`src/rtl/mem_port_arbiter.sv`:
```
// -----------------------------------------------------------------------------
// mem_port_arbiter
//
// Shares one single-ported instruction/data memory between the fetch stage
// and the memory stage of the five-stage pipeline. A four-state FSM picks a
// winner in IDLE, presents the request on the memory side in REQ, waits for
// read data in WAIT_RD and pulses the owner's done flag in DONE. The data port
// normally wins a simultaneous request; a starvation counter forces fetch to
// win after STARVE_LIM consecutive losses.
//
// Ports
//   clk, rst            clock, synchronous active-high reset
//   if_req/if_addr      fetch read request (held until if_done)
//   if_done/if_rdata    fetch completion pulse and instruction word
//   if_stall            if_req & ~if_done (combinational)
//   dm_req/dm_we/
//   dm_addr/dm_wdata    data load/store request (held until dm_done)
//   dm_done/dm_rdata    data completion pulse and load data
//   dm_stall            dm_req & ~dm_done (combinational)
//   mem_req/mem_we/
//   mem_addr/mem_wdata  memory-side request, held until mem_gnt
//   mem_gnt             memory accepted the request
//   mem_rvalid/mem_rdata read data return
// -----------------------------------------------------------------------------
module mem_port_arbiter #(
   parameter int ADDR_W     = 32,
   parameter int DATA_W     = 32,
   parameter int STARVE_LIM = 4
) (
   input  logic              clk,
   input  logic              rst,
   input  logic              if_req,
   input  logic [ADDR_W-1:0] if_addr,
   output logic              if_done,
   output logic [DATA_W-1:0] if_rdata,
   output logic              if_stall,
   input  logic              dm_req,
   input  logic              dm_we,
   input  logic [ADDR_W-1:0] dm_addr,
   input  logic [DATA_W-1:0] dm_wdata,
   output logic              dm_done,
   output logic [DATA_W-1:0] dm_rdata,
   output logic              dm_stall,
   output logic              mem_req,
   output logic              mem_we,
   output logic [ADDR_W-1:0] mem_addr,
   output logic [DATA_W-1:0] mem_wdata,
   input  logic              mem_gnt,
   input  logic              mem_rvalid,
   input  logic [DATA_W-1:0] mem_rdata
);

   typedef enum logic [1:0] {
      IDLE    = 2'd0,
      REQ     = 2'd1,
      WAIT_RD = 2'd2,
      DONE    = 2'd3
   } arbState_t;

   localparam logic [3:0] STARVE_LIM_C = 4'(STARVE_LIM);

   arbState_t         state_r;
   arbState_t         nextState_s;
   logic              arbValid_s;
   logic              grantIf_s;
   logic              ownerIsIf_r;
   logic [3:0]        starveCnt_r;
   logic              memReq_r;
   logic              memWe_r;
   logic [ADDR_W-1:0] memAddr_r;
   logic [DATA_W-1:0] memWdata_r;
   logic              ifDone_r;
   logic              dmDone_r;
   logic [DATA_W-1:0] ifRdata_r;
   logic [DATA_W-1:0] dmRdata_r;

   // Next-state and arbitration decision
   always_comb begin
      nextState_s = state_r;
      arbValid_s  = 1'b0;
      grantIf_s   = 1'b0;
      case (state_r)
         IDLE: begin
            if (if_req || dm_req) begin
               nextState_s = REQ;
               arbValid_s  = 1'b1;
               // Fetch only wins a contested slot once it has been starved.
               if (if_req && dm_req) begin
                  grantIf_s = (starveCnt_r == STARVE_LIM_C);
               end else begin
                  grantIf_s = if_req;
               end
            end else begin
               nextState_s = IDLE;
            end
         end
         REQ: begin
            if (mem_gnt) begin
               nextState_s = memWe_r ? DONE : WAIT_RD;
            end else begin
               nextState_s = REQ;
            end
         end
         WAIT_RD: begin
            if (mem_rvalid) begin
               nextState_s = DONE;
            end else begin
               nextState_s = WAIT_RD;
            end
         end
         DONE: begin
            // No arbitration here: the requester gets one cycle to retire.
            nextState_s = IDLE;
         end
         default: begin
            nextState_s = IDLE;
         end
      endcase
   end

   // State register, winner latch and starvation counter
   always_ff @(posedge clk) begin
      if (rst) begin
         state_r     <= IDLE;
         ownerIsIf_r <= 1'b0;
         starveCnt_r <= 4'd0;
         memWe_r     <= 1'b0;
         memAddr_r   <= {ADDR_W{1'b0}};
         memWdata_r  <= {DATA_W{1'b0}};
      end else begin
         state_r <= nextState_s;
         if (arbValid_s) begin
            ownerIsIf_r <= grantIf_s;
            memWe_r     <= grantIf_s ? 1'b0 : dm_we;
            memAddr_r   <= grantIf_s ? if_addr : dm_addr;
            memWdata_r  <= grantIf_s ? {DATA_W{1'b0}} : dm_wdata;
            if (grantIf_s) begin
               starveCnt_r <= 4'd0;
            end else if (if_req) begin
               starveCnt_r <= starveCnt_r + 4'd1;
            end else begin
               starveCnt_r <= starveCnt_r;
            end
         end
      end
   end

   // Registered memory request and done pulses, derived from the next state
   always_ff @(posedge clk) begin
      if (rst) begin
         memReq_r <= 1'b0;
         ifDone_r <= 1'b0;
         dmDone_r <= 1'b0;
      end else begin
         memReq_r <= (nextState_s == REQ);
         ifDone_r <= (nextState_s == DONE) && ownerIsIf_r;
         dmDone_r <= (nextState_s == DONE) && !ownerIsIf_r;
      end
   end

   // Read data capture into the owner's holding register
   always_ff @(posedge clk) begin
      if (rst) begin
         ifRdata_r <= {DATA_W{1'b0}};
         dmRdata_r <= {DATA_W{1'b0}};
      end else if ((state_r == WAIT_RD) && mem_rvalid) begin
         if (ownerIsIf_r) begin
            ifRdata_r <= mem_rdata;
         end else begin
            dmRdata_r <= mem_rdata;
         end
      end
   end

   assign mem_req   = memReq_r;
   assign mem_we    = memWe_r;
   assign mem_addr  = memAddr_r;
   assign mem_wdata = memWdata_r;
   assign if_done   = ifDone_r;
   assign dm_done   = dmDone_r;
   assign if_rdata  = ifRdata_r;
   assign dm_rdata  = dmRdata_r;
   assign if_stall  = if_req & ~ifDone_r;
   assign dm_stall  = dm_req & ~dmDone_r;

endmodule

```
`config.mk`:
```
export PLATFORM = sky130hd
export DESIGN_NAME = mem_port_arbiter
export DESIGN_NICKNAME = d
export VERILOG_FILES = /design/src/rtl/mem_port_arbiter.sv
export SDC_FILE = /design/constraint.sdc
export NUM_CORES = 1
export LEC_CHECK = 0
export CELL_PAD_IN_SITES_DETAIL_PLACEMENT = 0
export CELL_PAD_IN_SITES_GLOBAL_PLACEMENT = 2
export CORE_ASPECT_RATIO = 1.75
export CORE_MARGIN = 10
export CORE_UTILIZATION = 21
export CTS_BUF_LIST = sky130_fd_sc_hd__clkbuf_4 sky130_fd_sc_hd__clkbuf_8
export CTS_CLUSTER_DIAMETER = 150
export DETAILED_ROUTE_END_ITERATION = 8
export PLACE_DENSITY = 0.88
export SLEW_MARGIN = 25
export SYNTH_ARGS = -nofsm -noshare
export SYNTH_HDL_FRONTEND = slang
export SYNTH_SLANG_ARGS = --single-unit
```
`constraint.sdc`:
```
create_clock -name clk -period 1.5 [get_ports clk]
set_input_delay 0.3 -clock clk [delete_from_list [all_inputs] [get_ports clk]]
set_output_delay 0.3 -clock clk [all_outputs]
set_load 0.01 [all_outputs]
```
==> flow_summary.html, run 1 <==
<table>
<tr><th>Metric</th><th>Value</th></tr>
<tr><th colspan="2">Global routing</th></tr>
<tr><td>Global-route wire length before repair</td><td>between 30000 and 40000 µm</td></tr>
<tr><td>Vias in the first global route</td><td>5992</td></tr>
<tr><td>Largest net degree at the start of global routing</td><td>74</td></tr>
<tr><td>Total overflow reported by the global router</td><td>0</td></tr>
<tr><td>Global-route total usage across every layer</td><td>13.9%</td></tr>
<tr><td>Antenna violations before repair</td><td>3</td></tr>
<tr><th colspan="2">Synthesis</th></tr>
<tr><td>Area share of fa/ha/maj cells after synthesis</td><td>less than 1%</td></tr>
<tr><td>Sequential share of the synthesized area</td><td>about half</td></tr>
<tr><td>Number of distinct library cell variants in the gate-level netlist after synthesis</td><td>28</td></tr>
<tr><td>Post-synth top area share</td><td>48.7%</td></tr>
<tr><td>Largest family of logic cells by synthesized area</td><td>compound AO/OA/AOI/OAI gates</td></tr>
<tr><td>Post-synthesis xor/xnor area fraction</td><td>0%</td></tr>
<tr><td>Complex-gate fraction of the synthesized area</td><td>25.7%</td></tr>
<tr><td>Count of synthesis-stage warnings from yosys</td><td>0</td></tr>
<tr><td>Cell type contributing the most total cell area after synthesis</td><td>sky130_fd_sc_hd__dfxtp_1</td></tr>
<tr><td>Register bit count reported by yosys</td><td>139</td></tr>
<tr><td>Ranking of synthesized cells by area</td><td>sky130_fd_sc_hd__dfxtp_1 (49%), sky130_fd_sc_hd__nand2_1 (11%), sky130_fd_sc_hd__a21oi_1 (9.1%)</td></tr>
<tr><td>Share of cell area taken by muxes after synthesis</td><td>0%</td></tr>
<tr><td>Area share of and/or/nand/nor cells after synthesis</td><td>20.3%</td></tr>
<tr><td>Cell count after synthesis</td><td>672</td></tr>
<tr><td>Post-Syn Nets</td><td>809</td></tr>
<tr><td>Synthesized area per cell</td><td>about 8.5 µm²</td></tr>
<tr><td>Post-synth design cell area</td><td>5720 µm²</td></tr>
<tr><th colspan="2">STA</th></tr>
<tr><td>Minimum period implied by the final worst setup slack</td><td>1.62 ns</td></tr>
<tr><td>Number of endpoints with negative hold slack in the final report</td><td>0</td></tr>
<tr><td>Setup TNS</td><td>-6.86 ns</td></tr>
<tr><td>Setup violation total in the final timing report</td><td>113</td></tr>
<tr><td>Setup repair after global routing missed its margin</td><td>yes</td></tr>
<tr><td>Final hold slack</td><td>0.318 ns</td></tr>
<tr><td>Worst setup skew after layout</td><td>0.0192 ns</td></tr>
<tr><td>Part of the cycle the worst path needs</td><td>108%</td></tr>
<tr><td>Number of slew-limit violations in the final report</td><td>0</td></tr>
<tr><td>Worst slew slack as a fraction of its limit</td><td>68.0%</td></tr>
<tr><td>Worst Setup Slack, final</td><td>-0.116 ns</td></tr>
<tr><td>Worst Max-Slew Pin Slew</td><td>0.480 ns</td></tr>
<tr><td>Top achievable clock speed</td><td>between 600 and 700 MHz</td></tr>
<tr><th colspan="2">Critical path</th></tr>
<tr><td>Count of cells along the worst register-to-register path</td><td>9</td></tr>
<tr><td>Worst-path maximum fanout</td><td>8</td></tr>
<tr><td>Kind of start point of the critical path</td><td>flop</td></tr>
<tr><td>Longest individual stage delay on the worst path</td><td>around 0.34 ns</td></tr>
<tr><td>Cell-by-cell listing of the critical path</td><td>inv_2 -&gt; ha_4 -&gt; nand3b_1 -&gt; buf_6 -&gt; nand3_4 -&gt; buf_12 -&gt; buf_16 -&gt; nor2_1 -&gt; a211oi_1</td></tr>
<tr><td>Slack of the worst reg-to-reg path</td><td>-0.12 ns</td></tr>
<tr><td>Required time at the endpoint of the critical path</td><td>1.83 ns</td></tr>
<tr><td>Critical Path AT</td><td>1.95 ns</td></tr>
<tr><td>Critical path class</td><td>flop to flop</td></tr>
<tr><td>Kind of capture point of the worst setup path</td><td>flop</td></tr>
<tr><td>Critical R2R Capture</td><td>mem_addr[5]$_SDFFE_PP0P_</td></tr>
<tr><td>Crit-path slowest cell</td><td>sky130_fd_sc_hd__dfxtp_2</td></tr>
<tr><td>Reg-to-Reg Start</td><td>starveCnt_r[0]$_SDFFE_PP0P_</td></tr>
<tr><th colspan="2">Routing</th></tr>
<tr><td>Number of DRC violations after detailed-routing iteration 0</td><td>roughly 250</td></tr>
<tr><td>Post-DRT Antenna Nets</td><td>0</td></tr>
<tr><td>Vias after detailed routing</td><td>6151</td></tr>
<tr><td>Wire per inst</td><td>20.1 µm</td></tr>
<tr><td>Post-route DRC violation count</td><td>0</td></tr>
<tr><td>DR vias/cell</td><td>4.71</td></tr>
<tr><td>DRT Wirelength</td><td>26300 µm</td></tr>
<tr><td>First-pass iteration count of the detailed router</td><td>6</td></tr>
<tr><th colspan="2">CTS</th></tr>
<tr><td>H-tree levels</td><td>4</td></tr>
<tr><td>Count of hold-fix buffers inserted at cts</td><td>0</td></tr>
<tr><td>Clock tree from TritonCTS</td><td>yes</td></tr>
<tr><td>TritonCTS buffer count</td><td>17</td></tr>
<tr><td>Maximum clock insertion buffer count</td><td>2</td></tr>
<tr><td>Clock input transition at the sequential cells of the worst setup and hold paths</td><td>0.09 ns</td></tr>
<tr><td>Cell chosen for the clock root</td><td>sky130_fd_sc_hd__clkbuf_8</td></tr>
<tr><td>TritonCTS sink count</td><td>roughly 140</td></tr>
<tr><td>Clock latency of the later-clocked register in the worst-skew pair</td><td>0.48 ns</td></tr>
<tr><th colspan="2">Cells and area</th></tr>
<tr><td>Utilization after layout</td><td>between 30% and 40%</td></tr>
<tr><td>Proportion of layout cells with a drive suffix above 1</td><td>22.2%</td></tr>
<tr><td>Number of filler cells placed in the layout</td><td>2757</td></tr>
<tr><td>FF/Latch Area</td><td>2790 µm²</td></tr>
<tr><td>Total area of multi-input combinational cells</td><td>roughly 3000 µm²</td></tr>
<tr><td>Area Overhead vs Synth</td><td>76.6%</td></tr>
<tr><td>Final design instance area without fill</td><td>10100 µm²</td></tr>
<tr><td>Final-stage net count</td><td>1105</td></tr>
<tr><th colspan="2">Worst hold path</th></tr>
<tr><td>Source of the worst hold timing path</td><td>rst</td></tr>
<tr><td>Type of the worst min-delay path</td><td>input port to flop</td></tr>
<tr><td>Hold Crit Depth</td><td>5</td></tr>
<tr><td>Endpoint, Worst Hold</td><td>mem_addr[9]$_SDFFE_PP0P_</td></tr>
<tr><th colspan="2">Floorplanning</th></tr>
<tr><td>Horizontal die dimension</td><td>145 µm</td></tr>
<tr><td>Core Area</td><td>26700 µm²</td></tr>
<tr><td>Row Count</td><td>79</td></tr>
<tr><td>DIE AREA</td><td>approximately 34000 µm²</td></tr>
<tr><td>Vertical die dimension</td><td>roughly 240 µm</td></tr>
<tr><td>Number of top-level pins</td><td>approximately 270</td></tr>
<tr><td>Starting utilization of the core area</td><td>21.4%</td></tr>
<tr><th colspan="2">Placed design</th></tr>
<tr><td>Placer's final routability congestion estimate</td><td>between 0.7 and 0.8</td></tr>
<tr><td>PortBufs</td><td>268</td></tr>
<tr><td>Placed standard-cell area</td><td>9170 µm²</td></tr>
<tr><td>HPWL Detailed</td><td>17900 µm</td></tr>
<tr><th colspan="2">Status</th></tr>
<tr><td>Violated checks</td><td>setup timing</td></tr>
<tr><td>Status</td><td>finished with violations</td></tr>
<tr><th colspan="2">Power</th></tr>
<tr><td>Peak supply drop</td><td>0.562 mV</td></tr>
<tr><td>Power per cell area</td><td>952 nW/µm²</td></tr>
<tr><td>Static leakage</td><td>4.02 nW</td></tr>
<tr><th colspan="2">Flow run</th></tr>
<tr><td>Maxcap violations</td><td>0</td></tr>
</table>
-- layer usage --
layer,vias up,wire (µm),track usage [%],part of all wire (%)
met4,2,690,6.18,2.6
met3,33,1330,3.84,5.1
met2,187,15200,26.5,58
li1,2972,-,-,-
met5,-,13,0,0.050
met1,2957,8990,13.2,34
-- layout by cell type (no fill, tap or decap), drive strengths merged, types with 2 or more instances in the layout --
cell type	instances
nand2b	2
dfxtp	139
dlygate4sd2	109
a21oi	104
clkdlybuf4s50	131
o221ai	32
nand4	3
o21ai	2
a211oi	32
clkdlybuf4s15	20
buf	66
and2	4
clkbuf	34
o22ai	32
nor2b	4
nand2	165
clkinv	3
a31oi	2
nor2	39
nand3b	35
diode	2
nand3	6
bufinv	2
ha	2
inv	6
-- area by class of cell --
cell class	instances	area share, %
timing repair buffer	335	33.9
multi-input combinational	469	30.1
sequential	139	27.6
tap	324	4.01
clock buffer	26	3.17
clock inverter	6	0.855
inverter	6	0.223
antenna	2	0.0496
-- cells by family after synthesis --
kind of cell / Yosys count
buf+inv: 64
fa+ha+maj: 2
flops: 139
simple gates: 261
compound gates: 206
-- cell usage after synthesis --
library cell / n
sky130_fd_sc_hd__nand3_1: 6
sky130_fd_sc_hd__o21a_1: 1
sky130_fd_sc_hd__o22ai_1: 32
sky130_fd_sc_hd__clkbuf_1: 46
sky130_fd_sc_hd__nor2b_1: 4
sky130_fd_sc_hd__ha_1: 2
sky130_fd_sc_hd__nand3b_1: 35
sky130_fd_sc_hd__buf_6: 3
sky130_fd_sc_hd__buf_4: 3
sky130_fd_sc_hd__nor3_1: 1
sky130_fd_sc_hd__dfxtp_1: 139
sky130_fd_sc_hd__a31oi_1: 2
sky130_fd_sc_hd__o21ai_1: 1
sky130_fd_sc_hd__inv_1: 6
sky130_fd_sc_hd__and2_1: 4
sky130_fd_sc_hd__nand2b_1: 2
sky130_fd_sc_hd__o221ai_2: 30
sky130_fd_sc_hd__or2_1: 1
sky130_fd_sc_hd__nand2_1: 165
sky130_fd_sc_hd__nor2_1: 39
sky130_fd_sc_hd__or3b_1: 1
sky130_fd_sc_hd__a211oi_1: 32
sky130_fd_sc_hd__buf_2: 6
sky130_fd_sc_hd__o21ai_0: 1
sky130_fd_sc_hd__nand4_1: 3
sky130_fd_sc_hd__a31o_2: 1
sky130_fd_sc_hd__o221ai_1: 2
sky130_fd_sc_hd__a21oi_1: 104
-- worst max-delay path, delay by kind of cell (launching register included) --
family / cells / cell delay, ns
AOI/OAI and AO/OA: 1 / 0.05
buffers and inverters: 4 / 0.50
adders and majority gates: 1 / 0.15
DFF: 1 / 0.34
and+or+nand+nor: 3 / 0.41
-- flip-flops by register name, summed over array words and instances, names as in the netlist --
name         cells
dm_done          1
dm_rdata        32
if_done          1
if_rdata        32
mem_addr        32
mem_req          1
mem_wdata       32
mem_we           1
ownerIsIf_r      1
starveCnt_r      4
state_r          2
-- worst max-delay path by stage --
stage	startpoint	to	slack, ns	cells past startpoint
6_report	starveCnt_r[0]$_SDFFE_PP0P_	mem_addr[5]$_SDFFE_PP0P_	-0.12	9
4_1_cts	if_req	if_stall	-0.16	4
2_1_floorplan	state_r[0]$_SDFF_PP0_	mem_addr[10]$_SDFFE_PP0P_	-0.1	7
3_3_place_gp	if_req	mem_addr[5]$_SDFFE_PP0P_	-0.54	6
3_5_place_dp	if_req	mem_addr[16]$_SDFFE_PP0P_	-0.57	6
5_1_grt	starveCnt_r[0]$_SDFFE_PP0P_	mem_addr[16]$_SDFFE_PP0P_	-0.21	9
-- where the power goes --
part / leakage [nW] / total (mW) / switching (mW) / internal, mW
clock network: 0.212 / 3.19 / 1.47 / 1.72
logic: 2.67 / 2.35 / 1.14 / 1.22
registers: 1.14 / 4.07 / 0.146 / 3.93
-- metrics by stage --
step                instances  worst slack [ns]  power (mW)
floorplan                 672           -0.0962        5.01
global placement         1258            -0.537        6.41
detailed placement       1258            -0.571        6.44
CTS                      1299            -0.161        9.67
global route             1307            -0.211        10.1
finish                   1307            -0.116        9.62
-- repair_timing --
| action | 4_1_cts | 5_1_grt |
|---|---|---|
| cloned | 4 | 6 |
| setup endpoints to repair | 199 | 108 |
| pin swaps | 5 | 40 |
| endpoints found under the hold margin | 0 | 0 |
| setup buffers | 5 | 4 |
| gates resized for setup | 178 | 103 |
(Power assumes the default switching activity.)
==> run 2: changes to the inputs <==
CORE_UTILIZATION = 32   (was 21)
DONT_BUFFER_PORTS = 1   (was not set)
GPL_TIMING_DRIVEN = 0   (was not set)
PLACE_DENSITY = 0.86   (was 0.88)
==> flow_summary.html, run 2 (synthesized netlist as in run 1, its figures left out) <==
<table>
<tr><th>Metric</th><th>Value</th></tr>
<tr><th colspan="2">Routing</th></tr>
<tr><td>Vias after detailed routing</td><td>5643</td></tr>
<tr><td>Wire per inst</td><td>~22 µm</td></tr>
<tr><td>DR vias/cell</td><td>5.39</td></tr>
<tr><td>Number of DRC violations after detailed-routing iteration 0</td><td>301</td></tr>
<tr><td>Post-route DRC violation count</td><td>0</td></tr>
<tr><td>DRT Wirelength</td><td>22500 µm</td></tr>
<tr><td>Post-DRT Antenna Nets</td><td>0</td></tr>
<tr><td>First-pass iteration count of the detailed router</td><td>5</td></tr>
<tr><th colspan="2">Global routing</th></tr>
<tr><td>Total overflow reported by the global router</td><td>0</td></tr>
<tr><td>Global-route total usage across every layer</td><td>17.7%</td></tr>
<tr><td>Largest net degree at the start of global routing</td><td>17</td></tr>
<tr><td>Vias in the first global route</td><td>approximately 5700</td></tr>
<tr><td>Antenna violations before repair</td><td>0</td></tr>
<tr><td>Global-route wire length before repair</td><td>33300 µm</td></tr>
<tr><th colspan="2">STA</th></tr>
<tr><td>Part of the cycle the worst path needs</td><td>118%</td></tr>
<tr><td>Worst slew slack as a fraction of its limit</td><td>between 40% and 50%</td></tr>
<tr><td>Number of slew-limit violations in the final report</td><td>0</td></tr>
<tr><td>Final hold slack</td><td>approximately 0.033 ns</td></tr>
<tr><td>Number of endpoints with negative hold slack in the final report</td><td>0</td></tr>
<tr><td>Worst setup skew after layout</td><td>0.0137 ns</td></tr>
<tr><td>Worst Max-Slew Pin Slew</td><td>0.832 ns</td></tr>
<tr><td>Minimum period implied by the final worst setup slack</td><td>1.77 ns</td></tr>
<tr><td>Worst Setup Slack, final</td><td>-0.267 ns</td></tr>
<tr><td>Top achievable clock speed</td><td>between 500 and 600 MHz</td></tr>
<tr><td>Setup repair after global routing missed its margin</td><td>yes</td></tr>
<tr><td>Setup violation total in the final timing report</td><td>80</td></tr>
<tr><td>Setup TNS</td><td>-13.05 ns</td></tr>
<tr><th colspan="2">Power</th></tr>
<tr><td>Peak supply drop</td><td>0.535 mV</td></tr>
<tr><td>Static leakage</td><td>approximately 2.7 nW</td></tr>
<tr><td>Overall power</td><td>8.74 mW</td></tr>
<tr><td>Power per cell area</td><td>1090 nW/µm²</td></tr>
<tr><th colspan="2">CTS</th></tr>
<tr><td>Cell chosen for the clock root</td><td>sky130_fd_sc_hd__clkbuf_8</td></tr>
<tr><td>Maximum clock insertion buffer count</td><td>2</td></tr>
<tr><td>TritonCTS sink count</td><td>139</td></tr>
<tr><td>H-tree levels</td><td>4</td></tr>
<tr><td>Clock latency of the later-clocked register in the worst-skew pair</td><td>approximately 0.45 ns</td></tr>
<tr><td>TritonCTS buffer count</td><td>17</td></tr>
<tr><td>Clock input transition at the sequential cells of the worst setup and hold paths</td><td>around 0.09 ns</td></tr>
<tr><td>Clock tree from TritonCTS</td><td>yes</td></tr>
<tr><th colspan="2">Cells and area</th></tr>
<tr><td>Most common cell after layout, fill and taps aside</td><td>sky130_fd_sc_hd__nand2_1</td></tr>
<tr><td>Diodes inserted</td><td>0</td></tr>
<tr><td>Final-stage net count</td><td>940</td></tr>
<tr><td>Post-layout instance count excluding filler cells</td><td>1047</td></tr>
<tr><td>Proportion of layout cells with a drive suffix above 1</td><td>23.7%</td></tr>
<tr><td>Area Overhead vs Synth</td><td>40.5%</td></tr>
<tr><td>Final design instance area without fill</td><td>approximately 8000 µm²</td></tr>
<tr><td>Utilization after layout</td><td>45.8%</td></tr>
<tr><td>Highest-count cells in the layout ignoring fill and taps</td><td>sky130_fd_sc_hd__nand2_1 (162), sky130_fd_sc_hd__dfxtp_1 (134), sky130_fd_sc_hd__dlygate4sd3_1 (80)</td></tr>
<tr><th colspan="2">Critical path</th></tr>
<tr><td>Required time at the endpoint of the critical path</td><td>about 1.8 ns</td></tr>
<tr><td>Critical path class</td><td>flop to flop</td></tr>
<tr><td>Critical Path AT</td><td>2.06 ns</td></tr>
<tr><td>Worst-path maximum fanout</td><td>10</td></tr>
<tr><td>Slack of the worst reg-to-reg path</td><td>-0.27 ns</td></tr>
<tr><td>Kind of capture point of the worst setup path</td><td>flop</td></tr>
<tr><td>Kind of start point of the critical path</td><td>flop</td></tr>
<tr><th colspan="2">Placed design</th></tr>
<tr><td>PortBufs</td><td>0</td></tr>
<tr><td>Total instance count after detailed placement</td><td>roughly 900</td></tr>
<tr><td>Pre-CTS setup slack</td><td>-0.713 ns</td></tr>
<tr><td>Placed standard-cell area</td><td>6030 µm²</td></tr>
<tr><td>HPWL Detailed</td><td>16400 µm</td></tr>
<tr><td>Placer's final routability congestion estimate</td><td>around 0.80</td></tr>
<tr><th colspan="2">Status</th></tr>
<tr><td>Status</td><td>finished with violations</td></tr>
<tr><td>Violated checks</td><td>setup timing</td></tr>
<tr><th colspan="2">Floorplanning</th></tr>
<tr><td>Vertical die dimension</td><td>197 µm</td></tr>
<tr><td>Row Count</td><td>64</td></tr>
<tr><td>Number of top-level pins</td><td>approximately 270</td></tr>
<tr><td>Horizontal die dimension</td><td>121 µm</td></tr>
<tr><td>Core Area</td><td>17500 µm²</td></tr>
<tr><td>Starting utilization of the core area</td><td>32.6%</td></tr>
<tr><td>DIE AREA</td><td>23800 µm²</td></tr>
<tr><th colspan="2">Worst hold path</th></tr>
<tr><td>Type of the worst min-delay path</td><td>input port to flop</td></tr>
<tr><th colspan="2">Flow run</th></tr>
<tr><td>Maxcap violations</td><td>0</td></tr>
</table>
[run 2: cell types whose count changed in the layout (fill, tap and decap cells not counted), sizes merged, moves of 4 or more]
cell and change:
buf -14, clkbuf +24, clkdlybuf4s15 -20, clkdlybuf4s50 -131, dlygate4sd2 -109, dlygate4sd3 +80
inv +4
[run 2: layout make-up]
cell class / instances / area, µm²
clock buffer: 20 / 256
timing repair buffer: 112 / 1130
tap: 231 / 289
clock inverter: 12 / 115
inverter: 6 / 22.5
multi-input combinational: 469 / 3010
sequential: 139 / 2800
buffer: 58 / 402
fill: 1663 / 9510
[run 2: final timing paths]
| path | startpoint | to | depth (start not counted) |
|---|---|---|---|
| worst max-delay path | state_r[1]$_SDFF_PP0_ | mem_addr[23]$_SDFFE_PP0P_ | 7 |
| worst min register to register | starveCnt_r[1]$_SDFFE_PP0P_ | starveCnt_r[1]$_SDFFE_PP0P_ | 2 |
| worst min-delay path | dm_addr[2] | mem_addr[2]$_SDFFE_PP0P_ | 2 |
| worst max register to register | state_r[1]$_SDFF_PP0_ | mem_addr[23]$_SDFFE_PP0P_ | 7 |
[run 2: timing repair]
item / 4_1_cts / 5_1_grt
gates resized for setup: 46 / 126
setup endpoints to repair: 132 / 129
setup buffers: 11 / 16
pin swaps: 4 / 14
endpoints found under the hold margin: 112 / 0
hold buffers: 80 / 0
gates cloned: 2 / 4
[run 2: worst max-delay path, stage by stage, from the launching register on]
cell,delay (ns)
sky130_fd_sc_hd__dfxtp_4,0.36
sky130_fd_sc_hd__or3b_1,0.38
sky130_fd_sc_hd__buf_6,0.14
sky130_fd_sc_hd__or2_1,0.21
sky130_fd_sc_hd__buf_6,0.15
sky130_fd_sc_hd__buf_12,0.15
sky130_fd_sc_hd__o221ai_2,0.14
sky130_fd_sc_hd__a211oi_1,0.07
[run 2: layer usage]
metal	routed length, µm	global-route usage, %	part of all wire (%)
met2	12100	32.0	53
met1	7230	16.4	32
met4	796	8.21	3.5
met3	2470	8.04	11
met5	0	0	0
[run 2: report_power, final]
| part | switching (mW) | internal (mW) |
|---|---|---|
| Clock | 1.58 | 1.38 |
| Sequential | 0.347 | 3.93 |
| Combinational | 0.790 | 0.712 |
| Total | 2.71 | 6.02 |
==> run 3: changes to the inputs <==
CORE_MARGIN = not set   (was 10)
==> flow_summary.html, run 3 (synthesized netlist as in run 1, its figures left out) <==
<table>
<tr><th>Metric</th><th>Value</th></tr>
<tr><th colspan="2">STA</th></tr>
<tr><td>Worst setup skew after layout</td><td>around 0.0099 ns</td></tr>
<tr><td>Worst slew slack as a fraction of its limit</td><td>37.3%</td></tr>
<tr><td>Number of slew-limit violations in the final report</td><td>0</td></tr>
<tr><td>Worst Setup Slack, final</td><td>-0.193 ns</td></tr>
<tr><td>Part of the cycle the worst path needs</td><td>113%</td></tr>
<tr><td>Setup violation total in the final timing report</td><td>around 120</td></tr>
<tr><td>Setup repair after global routing missed its margin</td><td>yes</td></tr>
<tr><td>Number of endpoints with negative hold slack in the final report</td><td>0</td></tr>
<tr><td>Worst Max-Slew Pin Slew</td><td>0.941 ns</td></tr>
<tr><td>Setup TNS</td><td>-11.17 ns</td></tr>
<tr><td>Top achievable clock speed</td><td>591 MHz</td></tr>
<tr><td>Minimum period implied by the final worst setup slack</td><td>1.69 ns</td></tr>
<tr><th colspan="2">Global routing</th></tr>
<tr><td>Largest net degree at the start of global routing</td><td>17</td></tr>
<tr><td>Global-route wire length before repair</td><td>27400 µm</td></tr>
<tr><td>Total overflow reported by the global router</td><td>0</td></tr>
<tr><td>Antenna violations before repair</td><td>0</td></tr>
<tr><td>Vias in the first global route</td><td>~5300</td></tr>
<tr><td>Global-route total usage across every layer</td><td>19.5%</td></tr>
<tr><th colspan="2">Worst hold path</th></tr>
<tr><td>Source of the worst hold timing path</td><td>dm_wdata[18]</td></tr>
<tr><td>Type of the worst min-delay path</td><td>input port to flop</td></tr>
<tr><th colspan="2">Critical path</th></tr>
<tr><td>Critical path class</td><td>flop to flop</td></tr>
<tr><td>Kind of capture point of the worst setup path</td><td>flop</td></tr>
<tr><td>Dominant delay contributor by cell family on the critical path</td><td>simple AND/OR/NAND/NOR gates</td></tr>
<tr><td>Worst-path maximum fanout</td><td>7</td></tr>
<tr><td>Cell-by-cell listing of the critical path</td><td>or3b_4 -&gt; buf_12 -&gt; a21oi_4 -&gt; buf_12 -&gt; clkbuf_16 -&gt; nand3b_1 -&gt; a21oi_1</td></tr>
<tr><td>Crit path top cell by count</td><td>sky130_fd_sc_hd__buf_12</td></tr>
<tr><td>Longest individual stage delay on the worst path</td><td>between 0.4 and 0.5 ns</td></tr>
<tr><td>Kind of start point of the critical path</td><td>flop</td></tr>
<tr><td>Required time at the endpoint of the critical path</td><td>between 1.5 and 2 ns</td></tr>
<tr><td>Total buffers and inverters traversed by the critical path</td><td>3</td></tr>
<tr><td>Critical Path AT</td><td>1.98 ns</td></tr>
<tr><td>Beginning of the critical path</td><td>state_r[0]$_SDFF_PP0_</td></tr>
<tr><td>Crit-path slowest cell</td><td>sky130_fd_sc_hd__or3b_4</td></tr>
<tr><td>Reg-to-Reg Start</td><td>state_r[0]$_SDFF_PP0_</td></tr>
<tr><th colspan="2">Routing</th></tr>
<tr><td>Number of DRC violations after detailed-routing iteration 0</td><td>~170</td></tr>
<tr><td>DR vias/cell</td><td>5.39</td></tr>
<tr><td>Wire per inst</td><td>approximately 20 µm</td></tr>
<tr><td>First-pass iteration count of the detailed router</td><td>5</td></tr>
<tr><td>Vias after detailed routing</td><td>5467</td></tr>
<tr><td>DRT Wirelength</td><td>roughly 20000 µm</td></tr>
<tr><td>Post-route DRC violation count</td><td>0</td></tr>
<tr><td>Post-DRT Antenna Nets</td><td>0</td></tr>
<tr><th colspan="2">Status</th></tr>
<tr><td>Violated checks</td><td>setup timing</td></tr>
<tr><td>Status</td><td>finished with violations</td></tr>
<tr><th colspan="2">CTS</th></tr>
<tr><td>H-tree levels</td><td>4</td></tr>
<tr><td>Clock latency of the later-clocked register in the worst-skew pair</td><td>0.43 ns</td></tr>
<tr><td>Clock input transition at the sequential cells of the worst setup and hold paths</td><td>0.08 ns</td></tr>
<tr><td>TritonCTS buffer count</td><td>17</td></tr>
<tr><td>Maximum clock insertion buffer count</td><td>2</td></tr>
<tr><td>Clock tree from TritonCTS</td><td>yes</td></tr>
<tr><td>TritonCTS sink count</td><td>139</td></tr>
<tr><td>Cell chosen for the clock root</td><td>sky130_fd_sc_hd__clkbuf_8</td></tr>
<tr><th colspan="2">Placed design</th></tr>
<tr><td>HPWL Detailed</td><td>13900 µm</td></tr>
<tr><td>Placer's final routability congestion estimate</td><td>around 0.79</td></tr>
<tr><td>PortBufs</td><td>0</td></tr>
<tr><td>Placed standard-cell area</td><td>6030 µm²</td></tr>
<tr><th colspan="2">Floorplanning</th></tr>
<tr><td>Starting utilization of the core area</td><td>32.7%</td></tr>
<tr><td>Row Count</td><td>64</td></tr>
<tr><td>Vertical die dimension</td><td>~180 µm</td></tr>
<tr><td>Number of top-level pins</td><td>roughly 270</td></tr>
<tr><td>Horizontal die dimension</td><td>between 100 and 150 µm</td></tr>
<tr><td>Core Area</td><td>17500 µm²</td></tr>
<tr><td>DIE AREA</td><td>18400 µm²</td></tr>
<tr><th colspan="2">Cells and area</th></tr>
<tr><td>Total area of multi-input combinational cells</td><td>slightly above 3000 µm²</td></tr>
<tr><td>FF/Latch Area</td><td>roughly 2800 µm²</td></tr>
<tr><td>Number of filler cells placed in the layout</td><td>1707</td></tr>
<tr><td>Final-stage net count</td><td>907</td></tr>
<tr><td>Area Overhead vs Synth</td><td>37.7%</td></tr>
<tr><td>Diodes inserted</td><td>0</td></tr>
<tr><td>Proportion of layout cells with a drive suffix above 1</td><td>between 20 and 25%</td></tr>
<tr><td>Most common cell after layout, fill and taps aside</td><td>sky130_fd_sc_hd__nand2_1</td></tr>
<tr><td>Final design instance area without fill</td><td>7870 µm²</td></tr>
<tr><td>Highest-count cells in the layout ignoring fill and taps</td><td>sky130_fd_sc_hd__nand2_1 (155), sky130_fd_sc_hd__dfxtp_1 (134), sky130_fd_sc_hd__a21oi_1 (68)</td></tr>
<tr><th colspan="2">Power</th></tr>
<tr><td>Power per cell area</td><td>~1100 nW/µm²</td></tr>
<tr><td>Peak supply drop</td><td>between 0.5 and 0.6 mV</td></tr>
<tr><td>Static leakage</td><td>2.58 nW</td></tr>
<tr><th colspan="2">Flow run</th></tr>
<tr><td>Maxcap violations</td><td>0</td></tr>
</table>
run 3: worst paths after layout:
kind | to | depth (start not counted) | slack (ns)
hold / removal | mem_wdata[18]$_SDFFE_PP0P_ | 2 | 0.03
setup / recovery | mem_wdata[11]$_SDFFE_PP0P_ | 7 | -0.19
hold reg to reg | starveCnt_r[0]$_SDFFE_PP0P_ | 2 | 0.49
setup reg to reg | mem_wdata[11]$_SDFFE_PP0P_ | 7 | -0.19
run 3: metrics by stage:
step                      cells  hold WS [ns]  worst slack [ns]  power, mW  util, %
final                      1014        0.0340            -0.193       8.97     45.1
after global placement      903         0.438            -0.514       5.25     34.5
after CTS                   993      0.000594            -0.233       8.84     41.1
after floorplan             672         0.436           -0.0962       5.01        -
after global routing       1014     0.0000393            -0.247       9.36     45.1
after detailed placement    903         0.443            -0.619       5.31     34.5
run 3: layout make-up:
cell class                      instances  area share, %
Multi-Input combinational cell        469           38.4
Sequential cell                       139           35.5
Inverter                                6          0.286
Buffer                                 57           5.28
Clock inverter                         10           1.78
Tap cell                              231           3.67
Clock buffer                           22           3.69
Timing Repair Buffer                   80           11.4
run 3: repair_timing:
action	CTS	global route
cloned	0	6
setup buffers	5	14
pin swaps	2	19
setup endpoints to repair	131	128
gates resized for setup	51	117
hold buffers	53	2
hold endpoints to repair	85	2
run 3: where the power goes:
part	switching [mW]	total [mW]	internal, mW
Sequential	0.329	4.26	3.93
Combinational	0.763	1.42	0.658
Clock	1.48	3.30	1.82
run 3: routing by layer:
layer	track usage [%]	up-vias	routed length, µm
li1	-	2572	-
met1	17.6	2624	6770
met2	38.4	241	11200
met3	6.20	30	1580
met4	8.22	0	431
met5	0	-	0
